## src/rtl/popcnt_seq_pkg.sv

```systemverilog
// Shared BMU popcount types and default sizing for popcnt_seq.
package popcnt_seq_pkg;

  typedef enum logic [1:0] {IDLE, COUNT, DONE} popcnt_state_t;

  localparam int unsigned XLEN_DEF  = 64;
  localparam int unsigned CHUNK_DEF = 16;
  localparam int unsigned NCH_FULL  = XLEN_DEF / CHUNK_DEF;
  localparam int unsigned NCH_WORD  = 32 / CHUNK_DEF;
  localparam int unsigned CNTW      = $clog2(NCH_FULL) + 1;

endpackage

```

## src/rtl/popcntcsa.sv

```systemverilog
// Narrow population count over WIDTH bits; synthesis reduces the bit sum to an adder tree.
module popcntcsa #(
  parameter int unsigned WIDTH = 16
) (
  input  logic [WIDTH-1:0]       data_i,
  output logic [$clog2(WIDTH):0] count_o
);

  always_comb begin
    count_o = '0;
    for (int i = 0; i < WIDTH; i++) begin
      count_o = count_o + {{($clog2(WIDTH)){1'b0}}, data_i[i]};
    end
  end

endmodule

```

## src/rtl/popcnt_seq.sv

```systemverilog
// Iterative cpop/cpopw sequencer: one CHUNK-wide counter reused per cycle.
// Optional early termination on all-zero upper bits: define POPCNT_EARLY_EXIT_EN.
module popcnt_seq
  import popcnt_seq_pkg::*;
#(
  parameter int unsigned XLEN  = XLEN_DEF,
  parameter int unsigned CHUNK = CHUNK_DEF
) (
  input  logic                   clk,
  input  logic                   reset,
  input  logic                   req_valid,
  output logic                   req_ready,
  input  logic [XLEN-1:0]        a,
  input  logic                   word,
  input  logic                   flush,
  output logic                   resp_valid,
  input  logic                   resp_ready,
  output logic [$clog2(XLEN):0]  result,
  output logic                   busy
);

  localparam int unsigned Rw   = $clog2(XLEN) + 1;
  localparam int unsigned Cw   = $clog2(CHUNK) + 1;
  localparam int unsigned NchF = XLEN / CHUNK;
  localparam int unsigned NchW = 32 / CHUNK;
  localparam int unsigned Cntw = $clog2(NchF) + 1;
  localparam logic [XLEN-1:0] WordMask = XLEN'(32'hFFFF_FFFF);

  popcnt_state_t   state_q, state_d;
  logic [Rw-1:0]   acc_q, acc_d;
  logic [Rw-1:0]   result_q, result_d;
  logic [XLEN-1:0] shreg_q, shreg_d;
  logic [Cntw-1:0] cnt_q, cnt_d;
  logic [Cw-1:0]   chunk_cnt;
  logic [Rw-1:0]   sum;
  logic            word_eff;
  logic            last;

  // cpopw only exists on RV64; on a 32-bit datapath the flag is meaningless.
  assign word_eff = (XLEN > 32) ? word : 1'b0;

  popcntcsa #(
    .WIDTH(CHUNK)
  ) u_csa (
    .data_i (shreg_q[CHUNK-1:0]),
    .count_o(chunk_cnt)
  );

  assign sum = acc_q + Rw'(chunk_cnt);

`ifdef POPCNT_EARLY_EXIT_EN
  assign last = (cnt_q == '0) || ((shreg_q >> CHUNK) == '0);
`else
  assign last = (cnt_q == '0);
`endif

  assign req_ready  = reset && (state_q == IDLE) && !flush;
  assign resp_valid = (state_q == DONE);
  assign busy       = (state_q != IDLE);
  assign result     = result_q;

  always_comb begin
    state_d  = state_q;
    acc_d    = acc_q;
    shreg_d  = shreg_q;
    cnt_d    = cnt_q;
    result_d = result_q;
    unique case (state_q)
      IDLE: begin
        if (req_valid && req_ready) begin
          shreg_d = word_eff ? (a & WordMask) : a;
          acc_d   = '0;
          cnt_d   = word_eff ? Cntw'(NchW - 1) : Cntw'(NchF - 1);
          state_d = COUNT;
        end
      end
      COUNT: begin
        if (flush) begin
          acc_d   = '0;
          state_d = IDLE;
        end else begin
          acc_d   = sum;
          shreg_d = shreg_q >> CHUNK;
          cnt_d   = cnt_q - Cntw'(1);
          if (last) begin
            result_d = sum;
            state_d  = DONE;
          end
        end
      end
      DONE: begin
        if (flush) begin
          acc_d   = '0;
          state_d = IDLE;
        end else if (resp_ready) begin
          state_d = IDLE;
        end
      end
      default: state_d = IDLE;
    endcase
  end

  always_ff @(posedge clk) begin
    if (!reset) begin
      state_q  <= IDLE;
      acc_q    <= '0;
      shreg_q  <= '0;
      cnt_q    <= '0;
      result_q <= '0;
    end else begin
      state_q  <= state_d;
      acc_q    <= acc_d;
      shreg_q  <= shreg_d;
      cnt_q    <= cnt_d;
      result_q <= result_d;
    end
  end

endmodule
```

## config.mk

```make
export PLATFORM = sky130hd
export DESIGN_NAME = popcnt_seq
export DESIGN_NICKNAME = d
export VERILOG_FILES = /design/src/rtl/popcnt_seq_pkg.sv /design/src/rtl/popcntcsa.sv /design/src/rtl/popcnt_seq.sv
export SDC_FILE = /design/constraint.sdc
export NUM_CORES = 1
export LEC_CHECK = 0
export BUFFER_PORTS_ARGS = -buffer_cell sky130_fd_sc_hd__buf_4
export CAP_MARGIN = 20
export CORE_AREA = 3 3 109 79
export DETAILED_ROUTE_END_ITERATION = 10
export DIE_AREA = 0 0 112 82
export PLACE_DENSITY = 0.75
export SYNTH_ARGS = -nofsm -noshare
export SYNTH_HDL_FRONTEND = slang
export SYNTH_SLANG_ARGS = --single-unit
export TNS_END_PERCENT = 100
```

## constraint.sdc

```tcl
create_clock -name clk -period 13.7 [get_ports clk]
set_clock_uncertainty 0.2 [all_clocks]
set_input_delay 1.37 -clock clk [delete_from_list [all_inputs] [get_ports clk]]
set_output_delay 1.37 -clock clk [all_outputs]
set_load 0.02 [all_outputs]
```

==> impl_metrics.toml, run 1 <==
[synth]
synth_seq_cells = 83
async_reset_ff_share_pct = 0
synth.distinct_cells = 47
synthesis.nets = 579
synth_area_leaders = "dfxtp_1 40%, mux2i_1 7.7%, a211oi_1 6.5%, fa_1 5.3%, nand2_1 5.2%"
synth_edf_count = 0
synth_cells = 486
syn-cell-area_um2 = 4170
yosysSeqAreaShare_pct = 39.9
synth.top_cell.area_share_pct = 39.9
syn_avg_cell_area_um2 = 8.58
yosysWarnings = 0
synth_top_area_cell = "dfxtp_1"
synth_ff_type = "dfxtp_1"

[worst_setup_path]
r2r_setup_slack_ns = 8.48
cp_common_cell = "fa_1"
cp_max_fo = 7
critical_path_depth = 15
critPathArrivalTime_ns = 5.32
cp_slowest_cell = "fa_1"
path_delay_family = "adder cells"
worstSetupPathType = "reg -> reg"
critical_path_required_ns = 13.80
rr_startpoint = "shreg_q[0]$_SDFFE_PN0P_"
r2r-end = "acc_q[5]$_SDFFE_PN0P_"
end_kind = "register"
crit_chain = "ha_1 -> inv_1 -> fa_1 -> fa_1 -> fa_1 -> fa_1 -> fa_1 -> fa_1 -> nor2b_1 -> o21a_1 -> ha_1 -> and3_1 -> a221o_1 -> or3_1 -> a31oi_1"
worstRegToRegCells = 15
critical_path_buf_inv_count = 1
cpPeakStageDelay_ns = 0.53
start_kind = "register"

[cts]
insertion_delay_ns = 0.38
cts_made_buffers = 9
cts.path.max_buffers = 2
cts_root_buf = "clkbuf_8"
postCtsSetupRepairBufs = 0
clk_pin_slew_ns = 0.09
cts_sinks = 83
post_cts_resized = 0
cts_tree = "built"
holdBufCountCts = 0
cts.htree.levels = 3

[global_routing]
grt_pass1_wl_um = 15800
grt_overflow = 0
grt_max_degree = 99
antenna_found_initial = 0
grtUsageTotal_pct = 21.6
grt_pass1_vias = 3298

[layout]
final_area_um2 = 5000
nFillCells = 649
nets = 635
diodes = 0
drive_above_1_share_pct = 19.6
area_delta_synth_final_pct = 20.0

[power_and_ir_drop]
pwr-share-seq_pct = 45.3
power.density_nw_per_um2 = 115
p_clk_share_pct = 31.9
p_leak_uw = 0.00212
internal_power_uw = 407
p_sw_uw = 167
p_comb_share_pct = 22.8
vdd_drop_max_mv = 0.0798
sw_frac_of_total_pct = 29.1

[sta]
setup-tns-final_ns = 0
drv_slew = 0
rsz0062_at_grt = "false"
slew_headroom_pct = 37.0
fin_ws_ns = 8.48
hold_slack_ns = 0.256
fin_crit_ns = 5.22
clock.fmax_mhz = 192
fin_crit_sh_pct = 38.1
setup_violations = 0
worst_pin_slew_ns = 0.945
final_hold_viol_count = 0

[route]
drc = 0
drt.antenna.violating_nets = 0
drt_iter0_drc = 274
firstDrtPassIters = 5
wirelength_um = 9740
drt-vias-per-instance = 5.54
wl_per_cell_um = 15.1
via_count = 3585

[hold_path]
hold_start = "shreg_q[48]$_SDFFE_PN0P_"
hold_end = "shreg_q[48]$_SDFFE_PN0P_"
worstHoldPathType = "reg -> reg"
hold_depth = 2

[placed_design]
globalplace.congestion = 0.834
numPortBuffers = 79
place_hpwl_um = 6790
postPlaceCellArea_um2 = 4750
dp_slack_ns = 8.49

[floorplanning]
die_h_um = 82
ios = 80
core-area_um2 = 7740
die-width_um = 112
core.rowCount = 27
die_area_um2 = 9180
start_util_pct = 53.9

[outcome]
status = "completed"

[job]
maxCapViolations = 0
worst max path at each step:
stage,start,to,slack [ns]
finish,shreg_q[0]$_SDFFE_PN0P_,acc_q[5]$_SDFFE_PN0P_,8.48
global route,shreg_q[0]$_SDFFE_PN0P_,acc_q[5]$_SDFFE_PN0P_,8.28
CTS,shreg_q[0]$_SDFFE_PN0P_,acc_q[5]$_SDFFE_PN0P_,8.46
detailed placement,shreg_q[0]$_SDFFE_PN0P_,acc_q[5]$_SDFFE_PN0P_,8.49
global placement,shreg_q[0]$_SDFFE_PN0P_,acc_q[5]$_SDFFE_PN0P_,8.57
floorplan,shreg_q[0]$_SDFFE_PN0P_,acc_q[5]$_SDFFE_PN0P_,8.68
cells by family after synthesis:
kind of cell | after synthesis | share of synthesized area [%]
DFF | 83 | 39.9
AOI/OAI and AO/OA | 104 | 17.0
adders and majority gates | 23 | 8.88
xor gates and xnor gates | 4 | 0.840
buffers and inverters | 69 | 6.96
and+or+nand+nor | 171 | 18.8
muxes | 32 | 7.68
state kept, by name, indices dropped and copies added, names as in the netlist:
name     flops
acc_q        7
cnt_q        3
result       7
shreg_q     64
state_q      2
cell usage in the layout, fill, tap and decap left out, drive strengths merged, types with 12 or more instances in the layout:
| cell | synthesis | final |
|---|---|---|
| nand3 | 36 | 36 |
| mux2i | 32 | 32 |
| ha | 12 | 12 |
| nor2 | 45 | 45 |
| a21oi | 25 | 25 |
| dfxtp | 83 | 83 |
| a211oi | 37 | 37 |
| nand2 | 58 | 58 |
| buf | 20 | 84 |
| inv | 29 | 31 |
| a31oi | 20 | 20 |
power groups by stage:
stage          sequential [µW]  combinational (µW)  clock, µW
6_report                   260                 131        183
5_1_grt                    262                 150        197
4_1_cts                    260                 130        185
3_5_place_dp               266                 130          0
3_3_place_gp               265                 124          0
2_1_floorplan              264                92.8          0
area by class of cell:
cell class	count	area (µm²)	share of cell area [%]
inverters	30	113	2.25
flip-flops and latches	83	1660	33.2
well taps	101	126	2.53
clock buffers	11	151	3.03
repair buffers	84	671	13.4
multi-input cells	334	2230	44.6
clock inverters	4	48.8	0.975
cells in the mapped netlist (4+ instances only):
cell       n
inv_1     29
mux2i_1   32
ha_1      12
nand2_1   58
o21ai_0    5
fa_1      11
nand3_1   36
nor2_1    45
buf_2     19
dfxtp_1   83
a21oi_1   25
clkbuf_1  19
xnor2_1    4
o21a_1     4
a31oi_1   20
a211oi_1  36
nand2b_1   4
worst register-to-register path, stage by stage (launching register included):
cell and delay, ns:
dfxtp_1 0.32, ha_1 0.28, inv_1 0.08, fa_1 0.43
fa_1 0.49, fa_1 0.53, fa_1 0.43, fa_1 0.41
fa_1 0.41, nor2b_1 0.12, o21a_1 0.12, ha_1 0.29
and3_1 0.18, a221o_1 0.35, or3_1 0.35, a31oi_1 0.15
per-layer routing:
layer	GRT usage, %	vias up	wire length [µm]
li1	-	1803	-
met1	31.0	1658	4830
met2	30.9	109	4140
met3	6.92	15	624
met4	6.96	0	152
met5	0	-	0
per-stage QoR:
stage          power [µW]  utilization, %  cells
3_3_place_gp          389            61.4    630
6_report              574            64.7    647
4_1_cts               575            64.0    645
5_1_grt               609            64.7    647
2_1_floorplan         357               -    486
3_5_place_dp          395            61.4    630
(Power assumes the default switching activity.)
==> run 2: changes to the inputs <==
--- a/config.mk
+++ b/config.mk
@@ -5,6 +5,7 @@
 export SDC_FILE = /design/constraint.sdc
 export NUM_CORES = 1
 export LEC_CHECK = 0
+export ABC_AREA = 1
 export BUFFER_PORTS_ARGS = -buffer_cell sky130_fd_sc_hd__buf_4
 export CAP_MARGIN = 20
 export CORE_AREA = 3 3 109 79
==> constraint.sdc (replaced) <==
create_clock -name clk -period 5.05 [get_ports clk]
set_clock_uncertainty 0.2 [all_clocks]
set_input_delay 0.505 -clock clk [delete_from_list [all_inputs] [get_ports clk]]
set_output_delay 0.505 -clock clk [all_outputs]
set_load 0.02 [all_outputs]
==> run 2 against run 1 <==
Against the previous run:
- via count rose by 4.8%
- routed wire length rose by 1.2%
- synthesized cell count is 12% higher
- critical path type unchanged
- highest routed layer unchanged
==> impl_metrics.toml, run 2 <==
[sta]
drv_slew = 0
fin_crit_ns = 4.81
worst_pin_slew_ns = 0.813
setup_violations = 0
hold_slack_ns = 0.207
slew_headroom_pct = 45.7
fin_crit_sh_pct = 95.3
setup-tns-final_ns = 0
final_hold_viol_count = 0
rsz0062_at_grt = "false"
clock.fmax_mhz = 208

[synth]
syn-cell-area_um2 = 4170
synth.top_cell.area_share_pct = 39.8
synth_top_area_cell = "dfxtp_1"
synth_cells = 545
synth_edf_count = 0
synth.distinct_cells = 29
synth_seq_cells = 83
yosysWarnings = 0
synthesis.nets = 638
synth_common_cells = "135 x nand2_1, 83 x dfxtp_1, 62 x a21oi_1, 46 x inv_1, 43 x nand3_1"
yosysSeqAreaShare_pct = 39.8
yosysMostFrequentCell = "nand2_1"
async_reset_ff_share_pct = 0
synth_ff_type = "dfxtp_1"
synth_area_leaders = "dfxtp_1 40%, nand2_1 12%, a21oi_1 7.4%, fa_1 5.3%, nand3_1 5.2%"
syn_avg_cell_area_um2 = 7.65

[layout]
multiInputGateArea_um2 = 2120
regMostFlops = "shreg_q"
final_cell_mix = "135 x nand2_1, 83 x dfxtp_1, 80 x buf_4"
area_delta_synth_final_pct = 19.1
nets = 695
diodes = 0
drive_above_1_share_pct = 18.0
nFillCells = 679
mostFrequentLayoutCell = "nand2_1"
largest_reg_flops = 64
regArea_um2 = 1660

[floorplanning]
die_h_um = 82
die_area_um2 = 9180
die-width_um = 112
core.rowCount = 27
ios = 80
start_util_pct = 53.9
core-area_um2 = 7740

[global_routing]
grt_max_degree = 87
grtUsageTotal_pct = 22.5
antenna_found_initial = 0
grt_overflow = 0
grt_pass1_wl_um = 16500
grt_pass1_vias = 3473

[job]
maxCapViolations = 0

[route]
wl_per_cell_um = 13.9
drt-vias-per-instance = 5.31
wirelength_um = 9860
via_count = 3756
drc = 0
drt_iter0_drc = 242
drt.antenna.violating_nets = 0
firstDrtPassIters = 4

[cts]
cts_root_buf = "clkbuf_8"
cts_tree = "built"
cts.htree.levels = 3
cts.path.max_buffers = 2
postCtsSetupRepairBufs = 0
clk_pin_slew_ns = 0.08
cts_sinks = 83
cts_made_buffers = 9
insertion_delay_ns = 0.36
holdBufCountCts = 0

[worst_setup_path]
worstRegToRegCells = 19
start_kind = "register"
cpPeakStageDelay_ns = 0.54
r2r_setup_slack_ns = 0.24
worstSetupPathType = "reg -> reg"
critPathArrivalTime_ns = 4.88
end_kind = "register"
cp_max_fo = 4
crit_chain = "ha_1 -> inv_1 -> fa_1 -> fa_1 -> fa_1 -> fa_1 -> fa_1 -> fa_1 -> xnor2_1 -> ha_1 -> inv_1 -> nand2_1 -> nand3_1 -> nand2_1 -> nand2_1 -> nand2_1 -> nand2_1 -> nand2_1 -> inv_1"
rr_startpoint = "shreg_q[0]$_SDFFE_PN0P_"
cp_slowest_cell = "fa_1"
r2r-end = "result[5]$_SDFFE_PN0P_"
critical_path_required_ns = 5.11

[power_and_ir_drop]
p_sw_uw = 416
p_clk_share_pct = 36.6
internal_power_uw = 1160
p_leak_uw = 0.00232
pwr-share-seq_pct = 44.5
power.density_nw_per_um2 = 318
p_comb_share_pct = 19.0
sw_frac_of_total_pct = 26.4
vdd_drop_max_mv = 0.224

[placed_design]
numPortBuffers = 79
place_hpwl_um = 6900
globalplace.congestion = 0.862

[hold_path]
worstHoldPathType = "in -> reg"
hold_end = "state_q[1]$_SDFFE_PN0P_"
hold_depth = 4
hold_start = "resp_ready"

[outcome]
status = "completed"
## run 2: how the worst max path moves through the flow
stage,start,to,slack (ns),depth (start not counted)
3_3_place_gp,shreg_q[0]$_SDFFE_PN0P_,result[5]$_SDFFE_PN0P_,0.36,19
4_1_cts,shreg_q[0]$_SDFFE_PN0P_,acc_q[6]$_SDFFE_PN0P_,0.19,16
5_1_grt,shreg_q[0]$_SDFFE_PN0P_,result[5]$_SDFFE_PN0P_,0.001,19
2_1_floorplan,shreg_q[0]$_SDFFE_PN0P_,acc_q[6]$_SDFFE_PN0P_,0.48,16
3_5_place_dp,shreg_q[0]$_SDFFE_PN0P_,acc_q[6]$_SDFFE_PN0P_,0.21,16
6_report,shreg_q[0]$_SDFFE_PN0P_,result[5]$_SDFFE_PN0P_,0.24,19
## run 2: cell type report
cell class,instances,area share (%)
clock buffer,11,2.85
clock inverter,5,2.02
sequential,83,33.5
inverter,51,3.85
tap,101,2.54
multi-input combinational,376,42.6
timing repair buffer,81,12.6
## run 2: power groups by stage
stage / clock (µW) / combinational (µW) / sequential, µW
6_report: 577 / 299 / 701
4_1_cts: 583 / 300 / 701
3_5_place_dp: 0 / 295 / 717
3_3_place_gp: 0 / 282 / 715
5_1_grt: 612 / 341 / 705
2_1_floorplan: 0 / 206 / 714
## run 2: per-layer routing
layer / vias up / GRT usage (%) / wire, µm
li1: 1907 / - / -
met1: 1753 / 29.4 / 4480
met2: 86 / 37.4 / 4740
met3: 10 / 6.55 / 550
met4: 0 / 5.40 / 93
met5: - / 0 / 0
## run 2: worst max-delay path: cells and delay by family (launching register included)
kind                     cells  cell delay, ns
XOR/XNOR                     1            0.15
AND/OR/NAND/NOR              7            0.52
buffers and inverters        3            0.16
flip-flops                   1            0.33
adder cells (fa/ha/maj)      8            3.37
## run 2: logic make-up (layout without fill, tap and decap cells)
| family | after synthesis | after routing | share of synthesized area (%) |
|---|---|---|---|
| flip-flops | 83 | 83 | 39.8 |
| XOR/XNOR | 3 | 3 | 0.630 |
| AND/OR/NAND/NOR | 210 | 210 | 21.3 |
| AO/OA/AOI/OAI | 140 | 140 | 19.9 |
| buffers and inverters | 86 | 148 | 9.51 |
| adder cells (fa/ha/maj) | 23 | 23 | 8.88 |
## run 2: timing repair
action	in CTS	in global routing
setup endpoints to repair	0	3
endpoints found under the hold margin	0	0
gates resized for setup	0	2
## run 2: stage by stage
| stage | total power, µW | setup slack, ns | cell area, µm² | instances | utilization (%) |
|---|---|---|---|---|---|
| after CTS | 1580 | 0.191 | 4960 | 708 | 64.2 |
| after detailed placement | 1010 | 0.210 | 4720 | 692 | 61.1 |
| after floorplan | 920 | 0.477 | 4170 | 545 | - |
| final | 1580 | 0.237 | 4970 | 708 | 64.2 |
| after global placement | 997 | 0.364 | 4700 | 691 | 60.7 |
| after global routing | 1660 | 0.00134 | 4970 | 708 | 64.2 |
